**src/rtl/fetch_ctrl.sv**
```systemverilog
// Instruction fetch sequencer: owns the fetch PC, issues one imem read at a time,
// pushes responses into the instruction queue and squashes responses made stale by a redirect.
module fetch_ctrl #(
  parameter logic [31:0] RESET_PC = 32'h1eceb000,
  parameter int          ORDER_W  = 64
) (
  input  logic               clk,
  input  logic               rst,
  input  logic               fetch_stall,
  input  logic               redirect_valid,
  input  logic [31:0]        redirect_pc,
  output logic [31:0]        imem_addr,
  output logic [3:0]         imem_rmask,
  input  logic [31:0]        imem_rdata,
  input  logic               imem_resp,
  output logic               instr_push,
  output logic [31:0]        instr_out,
  output logic [31:0]        instr_pc,
  output logic [ORDER_W-1:0] order_out,
  output logic [31:0]        pc_curr
);

  // state | meaning
  // READY | no request outstanding; may issue, take a redirect, or hold on stall
  // WAIT  | one request outstanding; its response will be pushed
  // DROP  | one request outstanding whose response is stale and must be discarded
  typedef enum logic [1:0] {
    ST_READY = 2'd0,
    ST_WAIT  = 2'd1,
    ST_DROP  = 2'd2
  } state_t;

  state_t             state, state_nxt;
  logic [31:0]        pc, pc_nxt;
  logic [ORDER_W-1:0] order, order_nxt;
  logic [31:0]        redirect_tgt;
  logic [3:0]         rmask_raw;
  logic               push_raw;

  assign redirect_tgt = {redirect_pc[31:2], 2'b00};

  always_ff @(posedge clk or negedge rst) begin
    if (!rst) begin
      state <= ST_READY;
      pc    <= RESET_PC;
      order <= '0;
    end else begin
      state <= state_nxt;
      pc    <= pc_nxt;
      order <= order_nxt;
    end
  end

  always_comb begin
    state_nxt = state;
    pc_nxt    = pc;
    order_nxt = order;
    rmask_raw = 4'h0;
    push_raw  = 1'b0;
    unique case (state)
      ST_READY: begin
        // A response here is a protocol error and is deliberately ignored.
        if (redirect_valid) begin
          pc_nxt = redirect_tgt;
        end else if (!fetch_stall) begin
          rmask_raw = 4'hF;
          state_nxt = ST_WAIT;
        end
      end
      ST_WAIT: begin
        if (imem_resp) begin
          state_nxt = ST_READY;
          if (redirect_valid) begin
            pc_nxt = redirect_tgt;
          end else begin
            push_raw  = 1'b1;
            pc_nxt    = pc + 32'd4;
            order_nxt = order + {{(ORDER_W-1){1'b0}}, 1'b1};
          end
        end else if (redirect_valid) begin
          pc_nxt    = redirect_tgt;
          state_nxt = ST_DROP;
        end
      end
      ST_DROP: begin
        if (redirect_valid) pc_nxt = redirect_tgt;
        if (imem_resp) state_nxt = ST_READY;
      end
      default: state_nxt = ST_READY;
    endcase
  end

  // Gate strobes with reset so nothing is issued or pushed while reset is held.
  assign imem_rmask = rst ? rmask_raw : 4'h0;
  assign instr_push = rst & push_raw;
  assign imem_addr  = pc;
  assign instr_pc   = pc;
  assign pc_curr    = pc;
  assign order_out  = order;
  assign instr_out  = imem_rdata;

endmodule

```
**config.mk**
```make
export PLATFORM = sky130hd
export DESIGN_NAME = fetch_ctrl
export DESIGN_NICKNAME = d
export VERILOG_FILES = /design/src/rtl/fetch_ctrl.sv
export SDC_FILE = /design/constraint.sdc
export NUM_CORES = 1
export LEC_CHECK = 0
export CORE_ASPECT_RATIO = 0.6
export CORE_UTILIZATION = 25
export CTS_CLUSTER_DIAMETER = 60
export DETAILED_ROUTE_END_ITERATION = 8
export GPL_TIMING_DRIVEN = 0
export HOLD_SLACK_MARGIN = 0.08
export PLACE_DENSITY = 0.6
export SLEW_MARGIN = 30
export SYNTH_ARGS = -nofsm -noshare
export SYNTH_HDL_FRONTEND = slang
export SYNTH_SLANG_ARGS = --single-unit
export TNS_END_PERCENT = 100
```
**constraint.sdc**
```tcl
create_clock -name clk -period 5.6 [get_ports clk]
set_input_delay 0.56 -clock clk [delete_from_list [all_inputs] [get_ports clk]]
set_output_delay 0.56 -clock clk [all_outputs]
set_load 0.005 [all_outputs]
```
==> results of run 1 <==
[worst max-delay path: cells and delay by family]
kind                   cells  cell delay, ps
buffers and inverters      4            1480
and+or+nand+nor            2             830
[layer usage]
metal	global-route usage	wire length [microns]
met5	0	0
met4	0.0266	99
met3	0.0406	1380
met2	0.209	8310
met1	0.249	10400
[flip-flops by register name, indices dropped and copies added, names as in the netlist]
register	count
order_out	64
imem_addr	32
state	2
[how the worst max path moves through the flow]
| stage | startpoint | endpoint | slack [ps] | depth (start not counted) |
|---|---|---|---|---|
| final | redirect_valid | imem_rmask[2] | 2160 | 6 |
| after global routing | redirect_valid | imem_rmask[3] | 1960 | 6 |
| after CTS | redirect_valid | imem_rmask[2] | 2120 | 6 |
| after detailed placement | redirect_valid | imem_rmask[2] | 2140 | 6 |
| after global placement | rst | imem_rmask[1] | -1100 | 4 |
| after floorplan | redirect_valid | imem_rmask[1] | 3520 | 4 |
[power groups by stage]
| stage | clock (mW) | sequential (mW) | combinational (mW) |
|---|---|---|---|
| 4_1_cts | 0.694 | 0.835 | 0.480 |
| 3_5_place_dp | 0 | 0.848 | 0.478 |
| 3_3_place_gp | 0 | 0.846 | 0.473 |
| 2_1_floorplan | 0 | 0.823 | 0.205 |
| 6_report | 0.674 | 0.834 | 0.475 |
| 5_1_grt | 0.724 | 0.844 | 0.515 |
[through the flow]
| stage | util | power (mW) | worst slack [ps] |
|---|---|---|---|
| finish | 0.389 | 1.98 | 2160 |
| global route | 0.389 | 2.08 | 1960 |
| CTS | 0.389 | 2.01 | 2120 |
| detailed placement | 0.376 | 1.33 | 2140 |
| global placement | 0.375 | 1.32 | -1100 |
| floorplan | - | 1.03 | 3520 |
[Yosys cell counts, drive strengths merged, types with 3 or more instances]
| cell type | n | area share |
|---|---|---|
| buf | 106 | 0.13 |
| dfrtp | 86 | 0.35 |
| nand2 | 56 | 0.034 |
| nand3 | 43 | 0.035 |
| nor2 | 40 | 0.024 |
| xnor2 | 33 | 0.047 |
| xor2 | 30 | 0.043 |
| nand4 | 25 | 0.030 |
| nor3 | 23 | 0.020 |
| a21oi | 20 | 0.016 |
| and3 | 18 | 0.018 |
| inv | 16 | 0.0098 |
| clkbuf | 14 | 0.0086 |
| nor4 | 13 | 0.026 |
| dfstp | 12 | 0.051 |
| o22ai | 12 | 0.012 |
| and2 | 10 | 0.010 |
| mux2i | 10 | 0.016 |
| and4 | 9 | 0.013 |
| o21ai | 8 | 0.0065 |
| a22oi | 5 | 0.0061 |
| nor2b | 5 | 0.0051 |
| a31oi | 4 | 0.0041 |
| o22a | 4 | 0.0057 |
| a32oi | 3 | 0.0043 |
| nor3b | 3 | 0.0045 |
| or3 | 3 | 0.0031 |
[cell families after synthesis]
group,count (synthesis)
buffers and inverters,136
DFF,98
adders and majority gates,2
AOI/OAI and AO/OA,78
and+or+nand+nor,261
muxes,12
xor gates and xnor gates,63
[cell type report]
class | count | area share
multi-input combinational | 416 | 0.303
sequential | 98 | 0.269
timing repair buffer | 231 | 0.254
buffer | 120 | 0.0908
tap | 315 | 0.0429
clock buffer | 9 | 0.0245
clock inverter | 6 | 0.00982
inverter | 16 | 0.00654
==> out/results.tsv, run 1 <==
metric	value	unit
worstPathMaxFanout	6	
clock_sinks	98	
grt_pass1_wl	29.9	mm
synthXorXnorAreaFrac	0.0900	
tns	0	ps
final_nets	963	
wire_per_inst	16.7	microns
die-area	25200	sq um
dpl_cell_area	8860	sq um
hpwl	16.0	mm
gp_congestion	0.854	
cts_tree	built	
yosysWarnings	0	
cts_setup_buffers	0	
clockPowerShare	0.340	
worstSetupPathType	primary input to primary output	
synth_edf_count	0	
hold_buffers	0	
track_usage	0.157	
crit_chain	clkdlybuf4s50_1 -> inv_1 -> nand2_1 -> nor4b_1 -> buf_4 -> clkdlybuf4s50_1	
initial_core_util	0.260	
status	finished, final reports clean	
power_density	216	nW/um^2
yosysSeqAreaShare	0.402	
final_layout_size_suffix_gt1_frac	0.177	
dr_total_vias	5528	
worstMarginPinSlew	743	ps
initialDrtViolationCount	340	
setup_viol	0	
maxSlewHeadroom	0.501	
mostFrequentLayoutCells	229 x clkdlybuf4s50_1, 101 x buf_4, 86 x dfrtp_1	
fp-row-count	43	
max-vdd-ir-drop	0.134	mV
rsz0062_at_grt	false	
worstReg2RegStart	imem_addr[2]	
register_area	2470	sq um
cp.arrival	2880	ps
syn-cell-area	6130	sq um
drv_slew	0	
diodes	0	
antenna_found_initial	0	
die_h	123	microns
cap_violations	0	
multiInputGateArea	2780	sq um
synth_mux_area_frac	0.0200	
max_clock_freq	0.291	GHz
fin_cells	1211	
ioPinCount	266	
areaGrowthSynthToFinish	49.7	%
synth_compound_gate_area_share	0.0873	
critPathRequiredTime	5040	ps
ant_nets	0	
p_sw	0.524	mW
internal-power	1.46	mW
wl	20.2	mm
yosys.area_share.adder	0.00408	
syn_nets	721	
clock_latency	350	ps
dieWidth	204	microns
cts_root_buffer	clkbuf_16	
grt_remaining_overflow	0	
final_common_cell	clkdlybuf4s50_1	
drc	0	
power_frac_seq	0.421	
fin_area	9180	sq um
holdCritPathClass	primary input to async pin	
grt_pass1_vias	4900	
ys_seq_elements	98	
numCtsBuffers	9	
synthSimpleGateAreaFrac	0.251	
portBuffers	230	
syn_inst	650	
cp_slowest_cell	nor4b_1	
synth_flop_cell	dfrtp_1	
timing.final.crit_share	0.613	
core	23600	sq um
rrSetupSlack	3190	ps
synth.distinct_cells	67	
end_kind	primary output	
max_stage_delay	670	ps
cts.path.max_buffers	2	
p_sw_frac	0.264	
grt_max_degree	53	
syn_avg_cell_area	9.43	sq um
cts_resized	0	
r2r_cells	6	
fin_skew	8.78	ps
avgViaCountPerCell	4.56	
combPwrFrac	0.240	
critPathLaunchType	primary input	
holdWs	166	ps
htree_levels	3	
path_clk_slew	70	ps
cpMostUsedCell	clkdlybuf4s50_1	
fillers	2436	
finalHoldViolations	0	
placed_cells_incl_taps	1196	
synth_top_family_by_area	simple AND/OR/NAND/NOR gates	
period_minus_slack	3440	ps
async_flop_share	1.00	
dr.pass1.iters	5	
p_leak	4.01	nW
r2r_end	imem_addr[24]	
(Power assumes the default switching activity.)
==> run 2, diff against run 1 <==
clock period = 3.2 ns   (was 5.6 ns; I/O delays follow)
==> run 2 against run 1 <==
Flip-flop and latch count did not move. Total power rose by 75%. Critical path type unchanged. Final cell count barely moved. Critical path depth fell by 1. Final area rose by 0.18%. Largest cell class unchanged. Die area did not move. Global-route usage did not move. Routed wire length rose by 0.34%. First-iteration DRC count fell by 11%.
==> out/results.tsv, run 2 (same netlist as run 1, synthesis figures left out) <==
metric	value	unit
mostFrequentLayoutCells	229 x clkdlybuf4s50_1, 101 x buf_4, 86 x dfrtp_1	
die_h	123	microns
antenna_found_initial	0	
grt_max_degree	53	
wire_per_inst	16.7	microns
grt_remaining_overflow	0	
maxSlewHeadroom	0.501	
timing.final.crit_share	0.871	
ioPinCount	266	
status	finished, final reports clean	
final_nets	964	
cap_violations	0	
dr.pass1.iters	5	
cts.path.max_buffers	2	
die-area	25200	sq um
track_usage	0.157	
dieWidth	204	microns
dr_total_vias	5566	
end_kind	primary output	
htree_levels	3	
final_layout_size_suffix_gt1_frac	0.178	
worstMarginPinSlew	748	ps
initial_core_util	0.260	
worstSetupPathType	primary input to primary output	
fp-row-count	43	
cts_setup_buffers	0	
initialDrtViolationCount	301	
drc	0	
diodes	0	
setup_viol	0	
worstPathMaxFanout	49	
cts_tree	built	
wl	20.3	mm
core	23600	sq um
p_total	3.48	mW
portBuffers	230	
finalHoldViolations	0	
critPathRequiredTime	2880	ps
fin_skew	7.75	ps
grt_pass1_wl	29.9	mm
p_leak	4.02	nW
path_clk_slew	70	ps
holdWs	260	ps
max-vdd-ir-drop	0.236	mV
ant_nets	0	
areaGrowthSynthToFinish	49.9	%
largest_register_ffs	64	
grt_pass1_vias	4906	
period_minus_slack	2790	ps
numCtsBuffers	9	
power_density	378	nW/um^2
cp.arrival	2470	ps
clock_sinks	98	
holdCritPathClass	primary input to register	
avgViaCountPerCell	4.59	
drv_slew	0	
cts_root_buffer	clkbuf_16	
max_clock_freq	0.359	GHz
hpwl	16.0	mm
gp_congestion	0.854	
critPathLaunchType	primary input	
clock_latency	350	ps
final_common_cell	clkdlybuf4s50_1	
rsz0062_at_grt	false	
-- run 2: final timing paths --
| check | cells after the start | startpoint | to | slack (ps) |
|---|---|---|---|---|
| max | 5 | rst | imem_rmask[2] | 410 |
| min | 2 | imem_resp | state[1] | 260 |
| max reg2reg | 6 | imem_addr[2] | imem_addr[24] | 790 |
| min reg2reg | 1 | order_out[63] | order_out[63] | 480 |
| max in group asynchronous | 3 | rst | order_out[39] | 2060 |
| min in group asynchronous | 2 | rst | imem_addr[24] | 500 |
-- run 2: final cells by class --
class | instances | area, sq um
Multi-Input combinational cell | 416 | 2780
Clock inverter | 6 | 90.1
Timing Repair Buffer | 232 | 2340
Inverter | 16 | 60.1
Clock buffer | 9 | 225
Tap cell | 315 | 394
Sequential cell | 98 | 2470
Fill cell | 2432 | 14400
Buffer | 120 | 833
-- run 2: per-stage QoR --
| stage | instance area (sq um) | utilization | setup slack [ps] | TNS [ps] | std cells |
|---|---|---|---|---|---|
| after floorplan | 6130 | - | 1380 | 0 | 650 |
| after global placement | 8830 | 0.375 | -3020 | -229990 | 1195 |
| after detailed placement | 8860 | 0.376 | 217 | 0 | 1196 |
| after CTS | 9190 | 0.390 | 103 | 0 | 1212 |
| after global routing | 9190 | 0.390 | 249 | 0 | 1212 |
| final | 9190 | 0.390 | 412 | 0 | 1212 |
-- run 2: timing repair --
| action | 4_1_cts | 5_1_grt |
|---|---|---|
| endpoints found under the setup margin | 0 | 3 |
| hold endpoints to repair | 34 | 0 |
| hold buffers | 1 | 0 |
| gates resized for setup | 0 | 1 |
-- run 2: critical path, cell delays in order --
cell and delay, ps:
dlygate4sd3_1 540, buf_6 410, nor4b_2 490, buf_4 190, clkdlybuf4s50_1 490
-- run 2: routing by layer --
| metal | vias up | global-route usage | part of all wire | wire [microns] |
|---|---|---|---|---|
| met5 | - | 0 | 0 | 0 |
| met4 | 0 | 0.0266 | 0.0049 | 99 |
| met1 | 2690 | 0.249 | 0.53 | 10700 |
| met3 | 10 | 0.0406 | 0.059 | 1190 |
| met2 | 164 | 0.209 | 0.41 | 8340 |
| li1 | 2702 | - | - | - |
-- run 2: report_power, final --
group | internal, mW | switching [mW] | total, mW
registers | 1.32 | 0.144 | 1.46
clock network | 0.684 | 0.497 | 1.18
logic | 0.554 | 0.281 | 0.834
total | 2.55 | 0.921 | 3.48
